**src/rtl/trace_pkg.sv**
```systemverilog
// ============================================================================
// trace_pkg: shared types and constants for the trace capture unit.
// Revision: 1.0
// ============================================================================
`default_nettype none

package trace_pkg;

   typedef enum logic [2:0] {
      ST_IDLE  = 3'd0,
      ST_ARMED = 3'd1,
      ST_POST  = 3'd2,
      ST_DONE  = 3'd3,
      ST_DRAIN = 3'd4
   } trace_state_e;

   localparam logic TRIG_MODE_PC = 1'b0;
   localparam logic TRIG_MODE_RD = 1'b1;

   localparam int RD_W    = 5;
   localparam int STALL_W = 8;
   localparam int META_W  = STALL_W + 2 + 2 + 1;

   // Low-order tail of every entry; pc, rd and data sit above it.
   typedef struct packed {
      logic [STALL_W-1:0] stall_cnt;
      logic [1:0]         fwd_a;
      logic [1:0]         fwd_b;
      logic               cache_hit;
   } trace_meta_t;

   function automatic logic [STALL_W-1:0] sat_inc(input logic [STALL_W-1:0] v,
                                                  input logic               inc);
      return (inc && (v != '1)) ? v + 1'b1 : v;
   endfunction

endpackage

`default_nettype wire

```
**src/rtl/trace_ram.sv**
```systemverilog
// ============================================================================
// trace_ram: DEPTH x WIDTH register array, one write port, async read port.
// Revision: 1.0
// ============================================================================
`default_nettype none

module trace_ram #(
   parameter int DEPTH = 16,
   parameter int WIDTH = 82,
   parameter int AW    = $clog2(DEPTH)
) (
   input  logic             clk_i,
   input  logic             we_i,
   input  logic [AW-1:0]    waddr_i,
   input  logic [WIDTH-1:0] wdata_i,
   input  logic [AW-1:0]    raddr_i,
   output logic [WIDTH-1:0] rdata_o
);

   logic [WIDTH-1:0] mem_q [DEPTH];

   always_ff @(posedge clk_i) begin
      if (we_i) begin
         mem_q[waddr_i] <= wdata_i;
      end
   end

   assign rdata_o = mem_q[raddr_i];

endmodule

`default_nettype wire

```
**src/rtl/trace_capture_unit.sv**
```systemverilog
// ============================================================================
// trace_capture_unit: circular pre/post-trigger commit trace with drain port.
// Revision: 1.0
// ============================================================================
`default_nettype none

module trace_capture_unit
   import trace_pkg::*;
#(
   parameter int DEPTH     = 16,
   parameter int XLEN      = 32,
   parameter int POST_TRIG = 4
) (
   input  logic                 clk_i,
   input  logic                 rst_ni,
   input  logic                 commit_valid_i,
   input  logic [XLEN-1:0]      commit_pc_i,
   input  logic [4:0]           commit_rd_i,
   input  logic [XLEN-1:0]      commit_data_i,
   input  logic                 stall_i,
   input  logic [1:0]           fwd_a_i,
   input  logic [1:0]           fwd_b_i,
   input  logic                 cache_hit_i,
   input  logic                 arm_i,
   input  logic                 trig_mode_i,
   input  logic [XLEN-1:0]      trig_pc_i,
   input  logic [4:0]           trig_rd_i,
   output logic                 out_valid_o,
   input  logic                 out_ready_i,
   output logic [2*XLEN+17:0]   out_entry_o,
   output logic [2:0]           state_o,
   output logic                 overflow_o
);

   localparam int ENTRY_W = 2*XLEN + RD_W + META_W;
   localparam int AW      = $clog2(DEPTH);
   localparam int CNT_W   = AW + 1;
   localparam logic [CNT_W-1:0] FULL_CNT = CNT_W'(DEPTH);

   trace_state_e       state_q, state_d;
   logic [AW-1:0]      wr_ptr_q, wr_ptr_d;
   logic [CNT_W-1:0]   count_q, count_d;
   logic [CNT_W-1:0]   post_q, post_d;
   logic [STALL_W-1:0] stall_q, stall_d;
   logic               overflow_q, overflow_d;

   logic               capturing;
   logic               restart;
   logic               trig_hit;
   logic               ram_we;
   logic [STALL_W-1:0] stall_sum;
   trace_meta_t        meta;
   logic [ENTRY_W-1:0] ram_wdata;
   logic [ENTRY_W-1:0] ram_rdata;
   logic [AW-1:0]      rd_addr;

   assign capturing = (state_q == ST_ARMED) || (state_q == ST_POST);
   assign restart   = arm_i && (state_q != ST_DRAIN);
   assign trig_hit  = commit_valid_i &&
                      ((trig_mode_i == TRIG_MODE_PC) ? (commit_pc_i == trig_pc_i)
                                                     : ((commit_rd_i == trig_rd_i) &&
                                                        (commit_rd_i != 5'd0)));
   assign ram_we    = capturing && commit_valid_i && !arm_i;

   // A stall coinciding with a commit is charged to that commit's entry.
   assign stall_sum = sat_inc(stall_q, stall_i);

   assign meta.stall_cnt = stall_sum;
   assign meta.fwd_a     = fwd_a_i;
   assign meta.fwd_b     = fwd_b_i;
   assign meta.cache_hit = cache_hit_i;
   assign ram_wdata      = {commit_pc_i, commit_rd_i, commit_data_i, meta};

   // During drain count_q is the number still to emit, so the oldest
   // unread entry is always wr_ptr - count (a full buffer reads from wr_ptr).
   assign rd_addr = wr_ptr_q - count_q[AW-1:0];

   trace_ram #(
      .DEPTH (DEPTH),
      .WIDTH (ENTRY_W),
      .AW    (AW)
   ) u_ram (
      .clk_i   (clk_i),
      .we_i    (ram_we),
      .waddr_i (wr_ptr_q),
      .wdata_i (ram_wdata),
      .raddr_i (rd_addr),
      .rdata_o (ram_rdata)
   );

   always_comb begin
      state_d    = state_q;
      wr_ptr_d   = wr_ptr_q;
      count_d    = count_q;
      post_d     = post_q;
      stall_d    = stall_q;
      overflow_d = overflow_q;
      if (restart) begin
         state_d    = ST_ARMED;
         wr_ptr_d   = '0;
         count_d    = '0;
         post_d     = '0;
         stall_d    = '0;
         overflow_d = 1'b0;
      end else begin
         unique case (state_q)
            ST_ARMED, ST_POST: begin
               stall_d = stall_sum;
               if (commit_valid_i) begin
                  stall_d  = '0;
                  wr_ptr_d = wr_ptr_q + 1'b1;
                  if (count_q == FULL_CNT) begin
                     overflow_d = 1'b1;
                  end else begin
                     count_d = count_q + 1'b1;
                  end
                  if (state_q == ST_ARMED) begin
                     if (trig_hit) begin
                        if (POST_TRIG == 0) begin
                           state_d = ST_DONE;
                        end else begin
                           state_d = ST_POST;
                           post_d  = CNT_W'(POST_TRIG);
                        end
                     end
                  end else begin
                     post_d = post_q - 1'b1;
                     if (post_q == CNT_W'(1)) begin
                        state_d = ST_DONE;
                     end
                  end
               end
            end
            ST_DONE: begin
               if (out_ready_i) begin
                  state_d = ST_DRAIN;
               end
            end
            ST_DRAIN: begin
               if (count_q == '0) begin
                  state_d = ST_IDLE;
               end else if (out_ready_i) begin
                  count_d = count_q - 1'b1;
                  if (count_q == CNT_W'(1)) begin
                     state_d = ST_IDLE;
                  end
               end
            end
            default: ;
         endcase
      end
   end

   always_ff @(posedge clk_i or negedge rst_ni) begin
      if (!rst_ni) begin
         state_q    <= ST_IDLE;
         wr_ptr_q   <= '0;
         count_q    <= '0;
         post_q     <= '0;
         stall_q    <= '0;
         overflow_q <= 1'b0;
      end else begin
         state_q    <= state_d;
         wr_ptr_q   <= wr_ptr_d;
         count_q    <= count_d;
         post_q     <= post_d;
         stall_q    <= stall_d;
         overflow_q <= overflow_d;
      end
   end

   assign out_valid_o = (state_q == ST_DRAIN) && (count_q != '0);
   assign out_entry_o = out_valid_o ? ram_rdata : '0;
   assign state_o     = state_q;
   assign overflow_o  = overflow_q;

endmodule

`default_nettype wire

```
**config.mk**
```make
export PLATFORM = sky130hd
export DESIGN_NAME = trace_capture_unit
export DESIGN_NICKNAME = d
export VERILOG_FILES = /design/src/rtl/trace_pkg.sv /design/src/rtl/trace_ram.sv /design/src/rtl/trace_capture_unit.sv
export SDC_FILE = /design/constraint.sdc
export NUM_CORES = 1
export LEC_CHECK = 0
export CORE_ASPECT_RATIO = 0.5
export CORE_MARGIN = 1.5
export CORE_UTILIZATION = 49
export CTS_CLUSTER_DIAMETER = 150
export DETAILED_ROUTE_END_ITERATION = 6
export PLACE_DENSITY = 0.64
export SYNTH_ARGS = -nofsm -noshare
export SYNTH_HDL_FRONTEND = slang
export SYNTH_SLANG_ARGS = --single-unit
```
**constraint.sdc**
```tcl
create_clock -name clk_i -period 19.47 [get_ports clk_i]
set_clock_uncertainty 0.1 [all_clocks]
set_input_delay 3.894 -clock clk_i [delete_from_list [all_inputs] [get_ports clk_i]]
set_output_delay 3.894 -clock clk_i [all_outputs]
set_load 0.01 [all_outputs]
```
; Word-level counts from Yosys, hierarchy flattened
; Memories as Yosys holds them, arrays and structs flattened.
; Index checks and enable logic that the tools add are counted.
[word_totals]
inputBits = 118
reg_bits = 26
word_cells = 93
ram_bits = 1312
memories = 1
[mem_list]
columns = memory, depth, width, read_ports, rd_ports_with_merged_regs, write_ports, line_no
row1 = u_ram.mem_q, 16, 82, 1, 0, 1, trace_ram.sv:20  ; logic [WIDTH-1:0] mem_q [DEPTH];
[op_classes]
n_eq_ne = 21
addsub = 6
reduce_logical = 23
muxes = 36
[ops]
columns = operator, count
row1 = 2-to-1 mux 82 bit, 1
row2 = 2-to-1 mux 5 bit, 10
row3 = == test 32 bit, 1
row4 = 2-to-1 mux 8 bit, 4
row5 = 2-to-1 mux 3 bit, 9
row6 = "inequality test 3 bit, second input constant", 7
row7 = "inequality test 4 bit, second input constant", 4
row8 = 2-to-1 mux 4 bit, 3
row9 = "== test 5 x 1 -> 1 bit, second input constant", 2
row10 = one-hot mux 5 bit (2 select lines), 1
row11 = nonzero test 5 bit, 2
row12 = "subtractor 5 x 1 -> 5 bit, second input constant", 2
row13 = one-hot mux 3 bit (3 select lines), 1
row14 = "adder 8 x 1 -> 8 bit, second input constant", 1
row15 = "inequality test 8 bit, second input constant", 1
row16 = logical AND 1 bit, 7
row17 = 2-to-1 mux 1 bit, 7
row18 = AND reduction 7 bit, 1
row19 = "== test 3 x 2 -> 1 bit, second input constant", 2
row20 = AND reduction 3 bit, 2
row21 = nonzero test 2 bit, 3
row22 = "adder 5 x 1 -> 5 bit, second input constant", 1
row23 = == test 5 bit, 1
row24 = "== test 5 bit, second input constant", 1
row25 = 12 further kinds, 12

; Longest topological paths before layout
[depth]
ltp_word = 9
mapped_depth = 9

; Modules after synthesis
; From an unflattened synthesis, not the netlist that was laid out.
[hier_totals]
hier_cells = 2405
hier_area_um2 = 52091.2
[modules_own_cells]
columns = mod, cells_each, area_per_inst_um2, n_inst, seq_area_each_um2
row1 = trace_ram, 2021, 49042.0, 1, 39397.8
row2 = trace_capture_unit, 384, 3049.2, 1, 650.6

; Worst setup path after synthesis
; OpenSTA, ideal clock, no wires.
[synth_path]
path_kind = input to register
startpoint = input commit_valid_i
endpoint = memory u_ram.mem_q[0][0], enable pin
arrival_time_ns = 10.056
cell_stages = 4
path_buffers = 0
required_time_ns = 18.747
path_slack_ns = 8.691
cell_sequence = nor2b_1 and3_1 nand2_1 nor3_1
[synth_via]
elab_chain_cells = 4
[synth_rtl]
columns = item, line_no
row1 = start: declaration, trace_capture_unit.sv:16  ; input logic commit_valid_i,
row2 = logical AND 1 bit (2 in a row), trace_capture_unit.sv:63  ; assign ram_we = capturing && commit_valid_i && !arm_i;
row3 = 2-to-1 mux 1 bit, trace_ram.sv:23  ; if (we_i) begin
row4 = 2-to-1 mux 1 bit (implied by the code), trace_ram.sv:24  ; mem_q[waddr_i] <= wdata_i;
row5 = end: declaration, trace_ram.sv:20
; No other way between the ends.

; Worst setup path after layout
[layout_path]
startpoint = register wr_ptr_q[0]
endpoint = output out_entry_o[35]
[layout_via]
elab_chain_cells = 3
[layout_rtl]
columns = item, line_no
row1 = start: declaration, trace_capture_unit.sv:41  ; logic [AW-1:0] wr_ptr_q, wr_ptr_d;
row2 = start signal: assignment, trace_capture_unit.sv:164  ; wr_ptr_q <= wr_ptr_d;
row3 = subtractor 4 bit, trace_capture_unit.sv:76  ; assign rd_addr = wr_ptr_q - count_q[AW-1:0];
row4 = memory (16 x 82 bit), -
row5 = 2-to-1 mux 82 bit, trace_capture_unit.sv:173  ; assign out_entry_o = out_valid_o ? ram_rdata : '0;
row6 = end: declaration, trace_capture_unit.sv:30  ; output logic [2*XLEN+17:0] out_entry_o,
; No other way between the ends.

==> impl_results.rst <==
.. list-table::
   :header-rows: 1

   * - Metric
     - Value
   * - R2r setup slk
     - approximately 15,000 ps
   * - Syn Std Cell Area
     - 52,300 um^2
   * - Critical path required time
     - 15,480 ps
   * - Post-synthesis adder-cell area fraction
     - 0.349%
   * - Largest net degree at the start of global routing
     - between 90 and 100
   * - Number of port buffers
     - 204
   * - Number of hold buffers added after cts
     - 0
   * - # IOs
     - 205
   * - Transition time at the pin with the least slew margin
     - 1280 ps
   * - Die Wd
     - 465 um
   * - Setup TNS
     - 0 ps
   * - Max-capacitance violation count
     - 0
   * - Total clock sinks
     - 1,338
   * - Antenna violation net count after detailed routing
     - 0
   * - Post-CTS clock slew at the launch and capture registers of the worst setup and hold paths
     - roughly 70 ps
   * - Count of yosys warnings during synthesis
     - 0
   * - Htree depth
     - 3
   * - Violations in the final reports
     - DRC
   * - Time the worst path needs with I/O delays and setup
     - 10,490 ps
   * - Post-synthesis simple-gate area fraction
     - 5.97%
   * - Peak supply drop
     - 0.0801 mV
   * - Clk Tree Root Cell
     - sky130_fd_sc_hd__clkbuf_16
   * - Overall routing resource usage
     - 23.0%
   * - Number of search-and-repair iterations in the first detailed-routing pass
     - 7
   * - Post-synthesis mux area share
     - 14.2%
   * - End point of the critical path
     - out_entry_o[35]
   * - Avg Inst Size Synth
     - 19.8 um^2
   * - Routability Congestion
     - 0.764
   * - Hold crit path type
     - flop to flop
   * - Total nets after synthesis
     - roughly 2,800
   * - Register bit total from synthesis
     - 1,338
   * - Launch point of the worst path
     - wr_ptr_q[0]$_DFFE_PN0P_
   * - Most area-consuming cells after synthesis
     - sky130_fd_sc_hd__edfxtp_1 75%, sky130_fd_sc_hd__mux4_2 14%, sky130_fd_sc_hd__nand2_1 2.5%
   * - Category of the worst setup path launch point
     - flop
   * - First-pass GRT wire length
     - 180 mm
   * - Post-synthesis sequential area ratio
     - 76.5%
   * - Hold violation count in the final report
     - 0
   * - Rel. slew slack
     - between 10 and 15%
   * - Area share of the largest cell type after synthesis
     - 75.3%
   * - Area leader, netlist
     - sky130_fd_sc_hd__edfxtp_1
   * - Area of the core region
     - 106,000 um^2
   * - Data arrival at the endpoint of the critical path
     - about 6500 ps
   * - Effective utilization at floorplan
     - 49.6%
   * - Final number of max-transition violations
     - 0
   * - Max FO, Critical Path
     - 63
   * - Part of the total power dissipated in combinational logic
     - 21.5%
   * - Routed WL
     - 124 mm
   * - Synth-to-Final Area Change
     - 14.3%
   * - Largest family of logic cells by synthesized area
     - multiplexers
   * - First-iteration detailed-routing DRC count
     - 2,806
   * - Max Freq
     - about 95 MHz
   * - Die height
     - 234 um
   * - Leakage power
     - 19.4 nW
   * - Share of the clock period used by the worst path
     - between 50% and 60%
   * - Vias
     - 26,200
   * - Destination of the worst register-to-register timing path
     - u_ram.mem_q[11][34]$_DFFE_PP_
   * - Vias in the first global route
     - 26,600
   * - Number of vias per cell after detailed routing
     - 5.96
   * - Clock latency on the worst-skew pair
     - 720 ps
   * - Remaining routing DRC violations
     - 2
   * - Post-Synthesis Cells
     - 2,641
   * - Number of buffers inserted during clock tree synthesis
     - 115
   * - Placement Rows
     - between 80 and 90
   * - Wirelength per Cell
     - 28.3 um
   * - Clock Power Share
     - between 30% and 40%
   * - Type of the worst setup path
     - flop to output pin
   * - Count of flip-flops with a built-in enable after synthesis
     - approximately 1,300
   * - Number of different library cells in the post-synthesis netlist
     - 53
   * - Post-cts gate resize count
     - 0
   * - Total grt overflow
     - 0
   * - Register-to-Register Path Depth
     - 6
   * - Number of antenna violations at the first check in global routing
     - 8
   * - Internal power of the cells
     - roughly 5 mW
   * - Total setup violations reported at the end of the flow
     - 0
   * - Net load switching power
     - ~1.9 mW
   * - RSZ-0062 raised after global routing
     - no
   * - Async set-reset flop share out of synthesis
     - 1.94%
   * - Power density over the cells
     - 115 nW/um^2
   * - Setup repair bufs after CTS
     - 0
   * - Maximum buffer depth of the clock tree
     - 3
   * - Critical path endpoint category
     - output pin
   * - Reg-to-reg critical path startpoint
     - state_o[1]$_DFFE_PN0P_
   * - Floorplan die area
     - 109,000 um^2
   * - Top_reg_cell synth
     - sky130_fd_sc_hd__edfxtp_1
   * - Run status
     - finished, violations left
   * - Area share of xor/xnor cells in the synthesized design
     - less than 1%
   * - Fraction of the mapped netlist area in compound gates
     - 0.724%
   * - Power Total
     - between 6 and 7 mW
   * - Fraction of power spent switching nets
     - approximately 27%
   * - Nets@finish
     - ~3,000
   * - Layout cell share with drive strength beyond 1
     - 19.5%
   * - Reg power frac
     - 46.4%
   * - Half-perimeter wire length of the detailed placement result
     - 62.2 mm
   * - CTS tree
     - yes
## flip-flops by register name, summed over array words and instances (netlist names)
| register | count |
|---|---|
| u_ram.mem_q | 1312 |
| post_q | 5 |
| state_o | 3 |
| stall_q | 8 |
| overflow_o | 1 |
| wr_ptr_q | 4 |
| count_q | 5 |
## metal layers
metal,global-route usage (%),wire [um],part of all wire [%],vias up
met3,3.15,7790,6.3,128
met1,33.3,53100,43,14000
li1,-,-,-,11100
met5,0,17,0.014,-
met2,37.6,61200,49,922
met4,5.61,2090,1.7,2
## critical path, cell delays in order, from the launching register on
cell and delay, ps:
sky130_fd_sc_hd__dfrtp_1 430, sky130_fd_sc_hd__inv_1 130, sky130_fd_sc_hd__ha_4 180, sky130_fd_sc_hd__fa_4 1220
sky130_fd_sc_hd__buf_4 680, sky130_fd_sc_hd__buf_4 820, sky130_fd_sc_hd__buf_4 840, sky130_fd_sc_hd__mux4_2 420
sky130_fd_sc_hd__nand2_1 80, sky130_fd_sc_hd__nand3_1 110, sky130_fd_sc_hd__and3_1 290, sky130_fd_sc_hd__clkdlybuf4s50_1 490
## area by class of cell
class / instances / area (um^2)
Clock buffer: 140 / 2990
Timing Repair Buffer: 265 / 2520
Tap cell: 1419 / 1780
Inverter: 13 / 48.8
Multi-Input combinational cell: 1145 / 11800
Sequential cell: 1338 / 40000
Antenna cell: 4 / 10.0
Clock inverter: 72 / 569
Fill cell: 7915 / 45700
## power groups by stage
stage | logic, mW | registers, mW | clock network [mW]
floorplan | 1.08 | 3.27 | 0
global placement | 1.50 | 3.26 | 0
detailed placement | 1.50 | 3.27 | 0
CTS | 1.51 | 3.20 | 2.25
global route | 1.62 | 3.20 | 2.36
finish | 1.48 | 3.20 | 2.21
## worst min-delay path by stage
stage | from | endpoint | cells past startpoint
floorplan | stall_q[5]$_DFFE_PN0N_ | stall_q[5]$_DFFE_PN0N_ | 1
global placement | stall_q[5]$_DFFE_PN0N_ | stall_q[5]$_DFFE_PN0N_ | 1
detailed placement | stall_q[5]$_DFFE_PN0N_ | stall_q[5]$_DFFE_PN0N_ | 1
CTS | stall_q[5]$_DFFE_PN0N_ | stall_q[5]$_DFFE_PN0N_ | 1
global route | post_q[1]$_DFFE_PN0P_ | post_q[1]$_DFFE_PN0P_ | 1
finish | stall_q[5]$_DFFE_PN0N_ | stall_q[5]$_DFFE_PN0N_ | 1
## Yosys cell counts (all sizes together) (4+ instances only)
cell type / count
and3: 84
a21oi: 12
ha: 13
nand2b: 5
o21ai: 14
buf: 68
a31oi: 6
o31ai: 4
nand3: 170
nor2b: 4
a22o: 4
nor3: 9
edfxtp: 1312
clkbuf: 77
nor2: 35
nand2: 346
nand4: 12
mux2: 5
mux4: 328
inv: 13
and2: 4
nor4: 8
xor2: 41
xnor2: 14
dfrtp: 26
## layout by cell type (no fill, tap or decap), drive strengths merged, types with 7 or more instances in the layout
master	netlist	final
and3	84	84
ha	13	13
nor3	9	9
nor4	8	8
o21ai	14	14
a21oi	12	12
clkbuf	77	140
clkinvlp	0	9
nand3	170	170
bufinv	0	7
mux4	328	328
clkinv	0	52
nor2	35	35
xnor2	14	14
buf	68	61
clkdlybuf4s50	0	204
nand2	346	346
xor2	41	41
nand4	12	12
inv	13	17
dfrtp	26	26
edfxtp	1312	1312
## kinds of logic after synthesis
kind of cell | count (synthesis)
mux | 334
fa+ha+maj | 14
compound gates | 57
xor+xnor | 55
flops | 1338
simple gates | 685
buf+inv | 158
## stage by stage
stage                     hold slack (ps)  cell area, um^2  cells  setup slack (ps)  utilization [%]
after CTS                             426            59800   4391              8850             56.7
after global placement                404            56200   4179              9670             53.3
after detailed placement              418            56200   4179              9650             53.3
final                                 428            59800   4396              8980             56.7
after global routing                  456            59800   4396              8690             56.7
after floorplan                       384            52300   2641              8690                -
(Power assumes the default switching activity.)
